## config.mk

```make
export PLATFORM = sky130hd
export DESIGN_NAME = cmac_block_fetcher_flat
export DESIGN_NICKNAME = d
export VERILOG_FILES = /design/src/rtl/cmac_block_fetcher_if.sv /design/src/rtl/cmac_block_fetcher.sv /design/src/flat_wrapper.sv
export SDC_FILE = /design/constraint.sdc
export NUM_CORES = 1
export LEC_CHECK = 0
export CORE_MARGIN = 8
export CORE_UTILIZATION = 40
export CTS_CLUSTER_SIZE = 28
export DETAILED_ROUTE_END_ITERATION = 6
export GPL_ROUTABILITY_DRIVEN = 0
export SLEW_MARGIN = 25
export SYNTH_ARGS = -nofsm -noshare
export SYNTH_HDL_FRONTEND = slang
export SYNTH_SLANG_ARGS = --single-unit
export TNS_END_PERCENT = 100
```

## constraint.sdc

```tcl
create_clock -name clk -period 3.6 [get_ports clk]
set_input_delay 0.72 -clock clk [delete_from_list [all_inputs] [get_ports clk]]
set_output_delay 0.72 -clock clk [all_outputs]
set_load 0.05 [all_outputs]
```

## src/rtl/cmac_block_fetcher_if.sv

```systemverilog
// Bundle between the block fetcher, the message RAM read port and the CMAC core.
// blk_*: a block transfers on a rising clk edge where blk_valid & blk_ready are both 1.
// Once blk_valid is raised it stays up, with blk_data/blk_last/blk_complete frozen, until
// that transfer. blk_ready may change freely. ram_* is a plain pipelined read:
// ram_rdata is valid RD_LAT cycles after ram_en.
interface cmac_block_fetcher_if #(
   parameter int DATA_W = 128,
   parameter int ADDR_W = 9
);
   logic              ram_en;
   logic [ADDR_W-1:0] ram_addr;
   logic [DATA_W-1:0] ram_rdata;
   logic              blk_valid;
   logic              blk_ready;
   logic [DATA_W-1:0] blk_data;
   logic              blk_last;
   logic              blk_complete;

   modport master (
      output ram_en, ram_addr,
      input  ram_rdata,
      output blk_valid, blk_data, blk_last, blk_complete,
      input  blk_ready
   );

   modport slave (
      input  ram_en, ram_addr,
      output ram_rdata,
      input  blk_valid, blk_data, blk_last, blk_complete,
      output blk_ready
   );
endinterface

```

## src/rtl/cmac_block_fetcher.sv

```systemverilog
// Message-block sequencer: reads a bit-length message from RAM, applies 10* padding to a
// partial tail block and streams blocks to the CMAC core through a credit-limited FIFO.
module cmac_block_fetcher #(
   parameter int DATA_W     = 128,
   parameter int ADDR_W     = 9,
   parameter int LEN_W      = 16,
   parameter int RD_LAT     = 1,
   parameter int FIFO_DEPTH = 4
) (
   input  logic                 clk,
   input  logic                 reset,
   input  logic                 start,
   input  logic [LEN_W-1:0]     len,
   input  logic [ADDR_W-1:0]    base_addr,
   cmac_block_fetcher_if.master bus,
   output logic                 busy,
   output logic                 done,
   output logic [1:0]           dbg_state
);
   localparam int LOG_DW = $clog2(DATA_W);
   localparam int PTR_W  = $clog2(FIFO_DEPTH);
   localparam int CNT_W  = PTR_W + 1;
   localparam int NBLK_W = LEN_W + 1;

   typedef enum logic [1:0] {
      S_IDLE  = 2'd0,
      S_FETCH = 2'd1,
      S_DRAIN = 2'd2,
      S_DONE  = 2'd3
   } state_e;

   state_e                state_q, state_d;
   logic [NBLK_W-1:0]     nblk_q, nblk_d, idx_q, idx_d;
   logic [LOG_DW-1:0]     res_q, res_d;
   logic                  complete_q, complete_d, len_zero_q, len_zero_d;
   logic [ADDR_W-1:0]     base_q, base_d, ram_addr_q, ram_addr_d;
   logic                  ram_en_q, ram_en_d, en_last_q, en_last_d;
   logic [RD_LAT-1:0]     vld_q, vld_d, tag_q, tag_d;
   logic [CNT_W-1:0]      cnt_q, cnt_d, occ_q, occ_d;
   logic [PTR_W-1:0]      wr_ptr_q, wr_ptr_d, rd_ptr_q, rd_ptr_d;
   logic [DATA_W-1:0]     fifo_data_q [FIFO_DEPTH];
   logic [DATA_W-1:0]     fifo_data_d [FIFO_DEPTH];
   logic [FIFO_DEPTH-1:0] fifo_last_q, fifo_last_d, fifo_cmp_q, fifo_cmp_d;

   logic [NBLK_W-1:0]     nblk_calc;
   logic                  fifo_valid, pop, issue, issue_last, direct_push;
   logic                  push, push_last;
   logic [DATA_W-1:0]     push_raw, push_data, pad_mask, pad_bit;

   assign fifo_valid = (occ_q != '0);
   assign pop        = fifo_valid & bus.blk_ready;
   assign issue_last = (idx_q == nblk_q - NBLK_W'(1));

   always_comb begin
      nblk_calc = ({1'b0, len} + NBLK_W'(DATA_W - 1)) >> LOG_DW;
      if (len == '0) nblk_calc = NBLK_W'(1);
   end

   // cnt_q is the credit: reads decided but not yet popped, so FIFO + pipeline never overfill.
   always_comb begin
      state_d     = state_q;
      nblk_d      = nblk_q;
      idx_d       = idx_q;
      res_d       = res_q;
      complete_d  = complete_q;
      len_zero_d  = len_zero_q;
      base_d      = base_q;
      ram_en_d    = 1'b0;
      ram_addr_d  = ram_addr_q;
      en_last_d   = 1'b0;
      issue       = 1'b0;
      direct_push = 1'b0;
      case (state_q)
         S_IDLE: begin
            if (start) begin
               state_d    = S_FETCH;
               nblk_d     = nblk_calc;
               idx_d      = '0;
               res_d      = len[LOG_DW-1:0];
               len_zero_d = (len == '0);
               complete_d = (len != '0) && (len[LOG_DW-1:0] == '0);
               base_d     = base_addr;
            end
         end
         S_FETCH: begin
            if (len_zero_q) begin
               direct_push = 1'b1;
               state_d     = S_DRAIN;
            end else if (pop || (cnt_q < CNT_W'(FIFO_DEPTH))) begin
               issue      = 1'b1;
               ram_en_d   = 1'b1;
               ram_addr_d = base_q + idx_q[ADDR_W-1:0];
               en_last_d  = issue_last;
               idx_d      = idx_q + NBLK_W'(1);
               if (issue_last) state_d = S_DRAIN;
            end
         end
         S_DRAIN: begin
            if (pop && fifo_last_q[rd_ptr_q]) state_d = S_DONE;
         end
         S_DONE:  state_d = S_IDLE;
         default: state_d = S_IDLE;
      endcase
   end

   // The last/pad tag travels with each read so the tail is padded on its way into the FIFO.
   always_comb begin
      vld_d[0] = ram_en_q;
      tag_d[0] = en_last_q;
      for (int i = 1; i < RD_LAT; i++) begin
         vld_d[i] = vld_q[i-1];
         tag_d[i] = tag_q[i-1];
      end
      push      = vld_q[RD_LAT-1] | direct_push;
      push_last = tag_q[RD_LAT-1] | direct_push;
      push_raw  = direct_push ? '0 : bus.ram_rdata;
      pad_mask  = ~({DATA_W{1'b1}} >> res_q);
      pad_bit   = {1'b1, {(DATA_W-1){1'b0}}} >> res_q;
      push_data = (push_last && !complete_q) ? ((push_raw & pad_mask) | pad_bit) : push_raw;
   end

   always_comb begin
      cnt_d       = cnt_q;
      occ_d       = occ_q;
      wr_ptr_d    = wr_ptr_q;
      rd_ptr_d    = rd_ptr_q;
      fifo_data_d = fifo_data_q;
      fifo_last_d = fifo_last_q;
      fifo_cmp_d  = fifo_cmp_q;
      if ((issue || direct_push) && !pop) cnt_d = cnt_q + CNT_W'(1);
      else if (!(issue || direct_push) && pop) cnt_d = cnt_q - CNT_W'(1);
      if (push && !pop) occ_d = occ_q + CNT_W'(1);
      else if (!push && pop) occ_d = occ_q - CNT_W'(1);
      if (push) begin
         fifo_data_d[wr_ptr_q] = push_data;
         fifo_last_d[wr_ptr_q] = push_last;
         fifo_cmp_d[wr_ptr_q]  = push_last & complete_q;
         wr_ptr_d              = wr_ptr_q + PTR_W'(1);
      end
      if (pop) rd_ptr_d = rd_ptr_q + PTR_W'(1);
   end

   always_ff @(posedge clk or negedge reset) begin
      if (!reset) begin
         state_q     <= S_IDLE;
         nblk_q      <= '0;
         idx_q       <= '0;
         res_q       <= '0;
         complete_q  <= 1'b0;
         len_zero_q  <= 1'b0;
         base_q      <= '0;
         ram_en_q    <= 1'b0;
         ram_addr_q  <= '0;
         en_last_q   <= 1'b0;
         vld_q       <= '0;
         tag_q       <= '0;
         cnt_q       <= '0;
         occ_q       <= '0;
         wr_ptr_q    <= '0;
         rd_ptr_q    <= '0;
         fifo_last_q <= '0;
         fifo_cmp_q  <= '0;
         for (int i = 0; i < FIFO_DEPTH; i++) fifo_data_q[i] <= '0;
      end else begin
         state_q     <= state_d;
         nblk_q      <= nblk_d;
         idx_q       <= idx_d;
         res_q       <= res_d;
         complete_q  <= complete_d;
         len_zero_q  <= len_zero_d;
         base_q      <= base_d;
         ram_en_q    <= ram_en_d;
         ram_addr_q  <= ram_addr_d;
         en_last_q   <= en_last_d;
         vld_q       <= vld_d;
         tag_q       <= tag_d;
         cnt_q       <= cnt_d;
         occ_q       <= occ_d;
         wr_ptr_q    <= wr_ptr_d;
         rd_ptr_q    <= rd_ptr_d;
         fifo_last_q <= fifo_last_d;
         fifo_cmp_q  <= fifo_cmp_d;
         fifo_data_q <= fifo_data_d;
      end
   end

   assign bus.ram_en       = ram_en_q;
   assign bus.ram_addr     = ram_addr_q;
   assign bus.blk_valid    = fifo_valid;
   assign bus.blk_data     = fifo_valid ? fifo_data_q[rd_ptr_q] : '0;
   assign bus.blk_last     = fifo_valid & fifo_last_q[rd_ptr_q];
   assign bus.blk_complete = fifo_valid & fifo_cmp_q[rd_ptr_q];
   assign busy             = (state_q == S_FETCH) || (state_q == S_DRAIN);
   assign done             = (state_q == S_DONE);
   assign dbg_state        = state_q;
endmodule

```

## src/flat_wrapper.sv

```systemverilog
// flat-port wrapper written by rule: the top's interface ports become plain ports
module cmac_block_fetcher_flat 
#(
   parameter int DATA_W     = 128,
   parameter int ADDR_W     = 9,
   parameter int LEN_W      = 16,
   parameter int RD_LAT     = 1,
   parameter int FIFO_DEPTH = 4
)
  (clk, reset, start, len, base_addr, busy, done, dbg_state, bus_ram_en, bus_ram_addr, bus_ram_rdata, bus_blk_valid, bus_blk_data, bus_blk_last, bus_blk_complete, bus_blk_ready);
  cmac_block_fetcher_if #(.DATA_W(DATA_W), .ADDR_W(ADDR_W)) bus_i ();
  input  logic clk;
  input  logic reset;
  input  logic start;
  input  logic [LEN_W-1:0] len;
  input  logic [ADDR_W-1:0] base_addr;
  output logic busy;
  output logic done;
  output logic [1:0] dbg_state;
  output wire logic [$bits(bus_i.ram_en)-1:0] bus_ram_en;
  output wire logic [$bits(bus_i.ram_addr)-1:0] bus_ram_addr;
  input wire logic [$bits(bus_i.ram_rdata)-1:0] bus_ram_rdata;
  output wire logic [$bits(bus_i.blk_valid)-1:0] bus_blk_valid;
  output wire logic [$bits(bus_i.blk_data)-1:0] bus_blk_data;
  output wire logic [$bits(bus_i.blk_last)-1:0] bus_blk_last;
  output wire logic [$bits(bus_i.blk_complete)-1:0] bus_blk_complete;
  input wire logic [$bits(bus_i.blk_ready)-1:0] bus_blk_ready;
  assign bus_ram_en = bus_i.ram_en;
  assign bus_ram_addr = bus_i.ram_addr;
  assign bus_i.ram_rdata = bus_ram_rdata;
  assign bus_blk_valid = bus_i.blk_valid;
  assign bus_blk_data = bus_i.blk_data;
  assign bus_blk_last = bus_i.blk_last;
  assign bus_blk_complete = bus_i.blk_complete;
  assign bus_i.blk_ready = bus_blk_ready;
  cmac_block_fetcher #(.DATA_W(DATA_W), .ADDR_W(ADDR_W), .LEN_W(LEN_W), .RD_LAT(RD_LAT), .FIFO_DEPTH(FIFO_DEPTH)) u_core (.clk(clk), .reset(reset), .start(start), .len(len), .base_addr(base_addr), .bus(bus_i), .busy(busy), .done(done), .dbg_state(dbg_state));
endmodule
```

==> results.py <==
metrics = {
    "logic_synthesis": {
        "ys.flop_type": "dfrtp_1",
        "netlist_instances": 2714,
        "synthTopCellsByCount": "dfrtp_1, nand2_1, o21ai_0",
        "syn_avg_cell_area_sq_um": 10.8,
        "synth_fp_nets": 2894,
        "synth_edf_count": 0,
        "synthArstFlopShare_pct": 100,
        "ys_warn_count": 0,
        "ys_types": 69,
        "synth_top_area_share_pct": 50.4,
        "syn_area_sq_mm": 0.0293,
        "yosysMostFrequentCell": "dfrtp_1",
        "synth_area_leader_cell": "dfrtp_1",
        "yosys.area_share.adder_pct": 1.06,
        "synth-seq-area-share_pct": 50.4,
        "synth-compound-area-share_pct": 13.6,
        "synth_top_family_by_area": "multiplexers",
        "synth-simple-area-share_pct": 12.7,
        "synth_area_leaders": "dfrtp_1, mux4_2, mux2_2",
        "muxShareOfSynthArea_pct": 17.6,
        "synth-seq-cells": 590,
        "synth_xor_area_share_pct": 1.35,
    },
    "finish": {
        "syn2layout_area_growth_pct": 21.9,
        "drive_above_1_share_pct": 22.7,
        "fin_cells": 3973,
        "regArea_sq_mm": 0.0148,
        "final_util_pct": 49.1,
        "multi_input_area_sq_mm": 0.0136,
        "nets": 3146,
        "n_fill_cell": 6486,
    },
    "floorplanning": {
        "fp.dieH_um": 287,
        "initial_utilization_pct": 40.3,
        "rows": 99,
        "fp.dieW_um": 287,
        "core-area_sq_mm": 0.0727,
        "dieArea_sq_mm": 0.0821,
        "io_pins": 302,
    },
    "placement": {
        "dp_slack_ns": 0.413,
        "place_hpwl_um": 73700,
        "dp.cells": 3853,
        "port_buffers": 301,
    },
    "setup_path": {
        "crit_slowest_cell": "dfrtp_4",
        "cp_cell_sequence": "buf_4, mux4_2, and2_1, buf_4",
        "cpMostUsedCell": "buf_4",
        "cp.required_ns": 2.88,
        "crit_type": "reg2out",
        "slowest_delay_ns": 0.82,
        "cp.arrival_ns": 2.78,
        "start_kind": "flop",
        "cp_max_fo": 31,
        "reg2reg_from": "u_core.res_q[1]",
        "end_kind": "output port",
        "r2r_slack_ns": 0.57,
        "reg2reg_to": "u_core.fifo_data_q[269]",
        "worstRegToRegCells": 6,
    },
    "power": {
        "p_comb_share_pct": 55.0,
        "p_clk_share_pct": 16.5,
        "netSwitchingFraction_pct": 45.8,
        "p_int_w": 0.0226,
        "pwr-share-seq_pct": 28.5,
        "power.leakage_nw": 15.5,
        "power_switching_w": 0.0191,
        "finalPower_w": 0.0417,
        "powerDensity_mw_per_mm2": 1170,
        "ir_drop_uv": 1100,
    },
    "route": {
        "drtPass1Iterations": 6,
        "avgViaCountPerCell": 5.86,
        "post-route-drc-count": 0,
        "first_iter_violations": 2352,
        "wl_per_cell_um": 25.3,
        "ant_nets": 0,
        "drt_wl_total_um": 101000,
        "vias": 23300,
    },
    "cts": {
        "insertion_delay_ns": 0.62,
        "cts_buffers": 67,
        "holdBufCountCts": 0,
        "root_buffer": "clkbuf_16",
        "cts_resized": 0,
        "postCtsSetupRepairBufs": 3,
        "htree_num_levels": 3,
        "clk_pin_slew_ns": 0.06,
        "clk_path_buf_depth": 3,
        "cts_tree": "yes",
        "cts_sinks": 590,
    },
    "global_routing": {
        "grt_first_pass_wirelength_um": 151000,
        "grt_max_degree": 91,
        "grt_overflow": 0,
        "grt_pass1_vias": 23200,
        "grtUsageTotal_pct": 24.0,
        "antenna_found_initial": 5,
    },
    "sta": {
        "rsz0062_at_grt": "false",
        "period_needed_ns": 3.50,
        "finalSetupViolCount": 0,
        "hold_viol": 0,
        "fmax_mhz": 285,
        "skew_ns": 0.0269,
        "finalCritPeriodShare_pct": 97.3,
        "finalWorstSetupSlack_ns": 0.0958,
        "slew_headroom_pct": 39.1,
        "finalMaxSlewViolations": 0,
        "worst_pin_slew_ns": 0.905,
        "fin_tns_setup_ns": 0,
    },
    "hold_path": {
        "hold_class": "in2async",
    },
    "run_status": {
        "status": "complete, no violations",
    },
    "run": {
        "cap_violations": 0,
    },
}
-- metal layers --
| layer | vias to the layer above | global-route usage (%) | wire (um) |
|---|---|---|---|
| met2 | 1080 | 36.4 | 45500 |
| met4 | 4 | 7.51 | 3270 |
| met3 | 187 | 5.89 | 8990 |
| li1 | 10200 | - | - |
| met1 | 11800 | 33.8 | 42900 |
| met5 | - | 0 | 27 |
-- through the flow --
| stage | cell area [sq um] | hold WS (ns) |
|---|---|---|
| final | 35700 | 0.119 |
| after CTS | 35700 | 0.171 |
| after detailed placement | 33400 | 0.345 |
| after global routing | 35700 | 0.147 |
| after floorplan | 29300 | 0.331 |
| after global placement | 33400 | 0.336 |
-- flip-flops by register name (all words and copies together), names as in the netlist, 2 cells and up --
name / cells
u_core.fifo_data_q: 512
u_core.idx_q: 17
u_core.nblk_q: 10
u_core.base_q: 9
u_core.bus.ram_addr: 9
u_core.res_q: 7
u_core.fifo_cmp_q: 4
u_core.fifo_last_q: 4
u_core.cnt_q: 3
u_core.occ_q: 3
u_core.dbg_state: 2
u_core.rd_ptr_q: 2
u_core.wr_ptr_q: 2
-- power groups by stage --
stage          logic (W)  clock network, W  registers [W]
2_1_floorplan     0.0157                 0         0.0112
3_3_place_gp      0.0225                 0         0.0118
3_5_place_dp      0.0229                 0         0.0120
4_1_cts           0.0231           0.00699         0.0118
5_1_grt           0.0244           0.00725         0.0122
6_report          0.0230           0.00687         0.0119
-- area by class of cell --
| type | instances | share of cell area (%) |
|---|---|---|
| sequential | 590 | 41.4 |
| multi-input combinational | 1884 | 38.2 |
| timing repair buffer | 406 | 10.6 |
| clock buffer | 99 | 5.57 |
| tap | 959 | 3.36 |
| clock inverter | 17 | 0.631 |
| inverter | 17 | 0.182 |
| antenna | 1 | 0.00701 |
-- worst max-delay path, delay by kind of cell, from the launching register on --
kind / cells / cell delay, ns
mux: 1 / 0.47
flops: 1 / 0.82
simple gates: 1 / 0.20
buf+inv: 2 / 0.66
-- logic make-up (layout without fill, tap and decap cells) --
group,after synthesis,count (layout)
AO/OA/AOI/OAI,676,676
adder cells (fa/ha/maj),23,23
multiplexers,328,328
other,0,1
buffers and inverters,240,539
XOR/XNOR,45,45
flip-flops,590,590
AND/OR/NAND/NOR,812,812
-- cells in the final DEF (no fill, tap or decap), types with 20 or more instances in the layout --
| master | netlist | layout |
|---|---|---|
| a22oi_1 | 50 | 50 |
| clkdlybuf4s50_1 | 0 | 181 |
| nand3_1 | 33 | 33 |
| o21ai_0 | 426 | 426 |
| xor2_1 | 28 | 28 |
| ha_1 | 20 | 20 |
| mux4_2 | 130 | 130 |
| buf_12 | 0 | 23 |
| nand2_1 | 459 | 454 |
| mux2_2 | 196 | 196 |
| and2_1 | 138 | 138 |
| a32oi_1 | 52 | 52 |
| nor2_1 | 85 | 81 |
| a21oi_1 | 59 | 59 |
| dfrtp_1 | 590 | 587 |
| buf_4 | 0 | 201 |
| clkbuf_16 | 0 | 69 |
-- worst max path at each step --
stage | from | end | slack (ns) | cells after the start
2_1_floorplan | u_core.dbg_state[1] | u_core.cnt_q[1] | 0.56 | 11
3_3_place_gp | bus_blk_ready | u_core.cnt_q[2] | 0.43 | 12
3_5_place_dp | len[4] | u_core.nblk_q[0] | 0.41 | 8
4_1_cts | u_core.rd_ptr_q[1] | bus_blk_complete | 0.08 | 3
5_1_grt | u_core.rd_ptr_q[1] | bus_blk_data[32] | 0.04 | 4
6_report | u_core.rd_ptr_q[1] | bus_blk_data[32] | 0.1 | 4
Note: power is estimated with default switching activity, not from simulation.
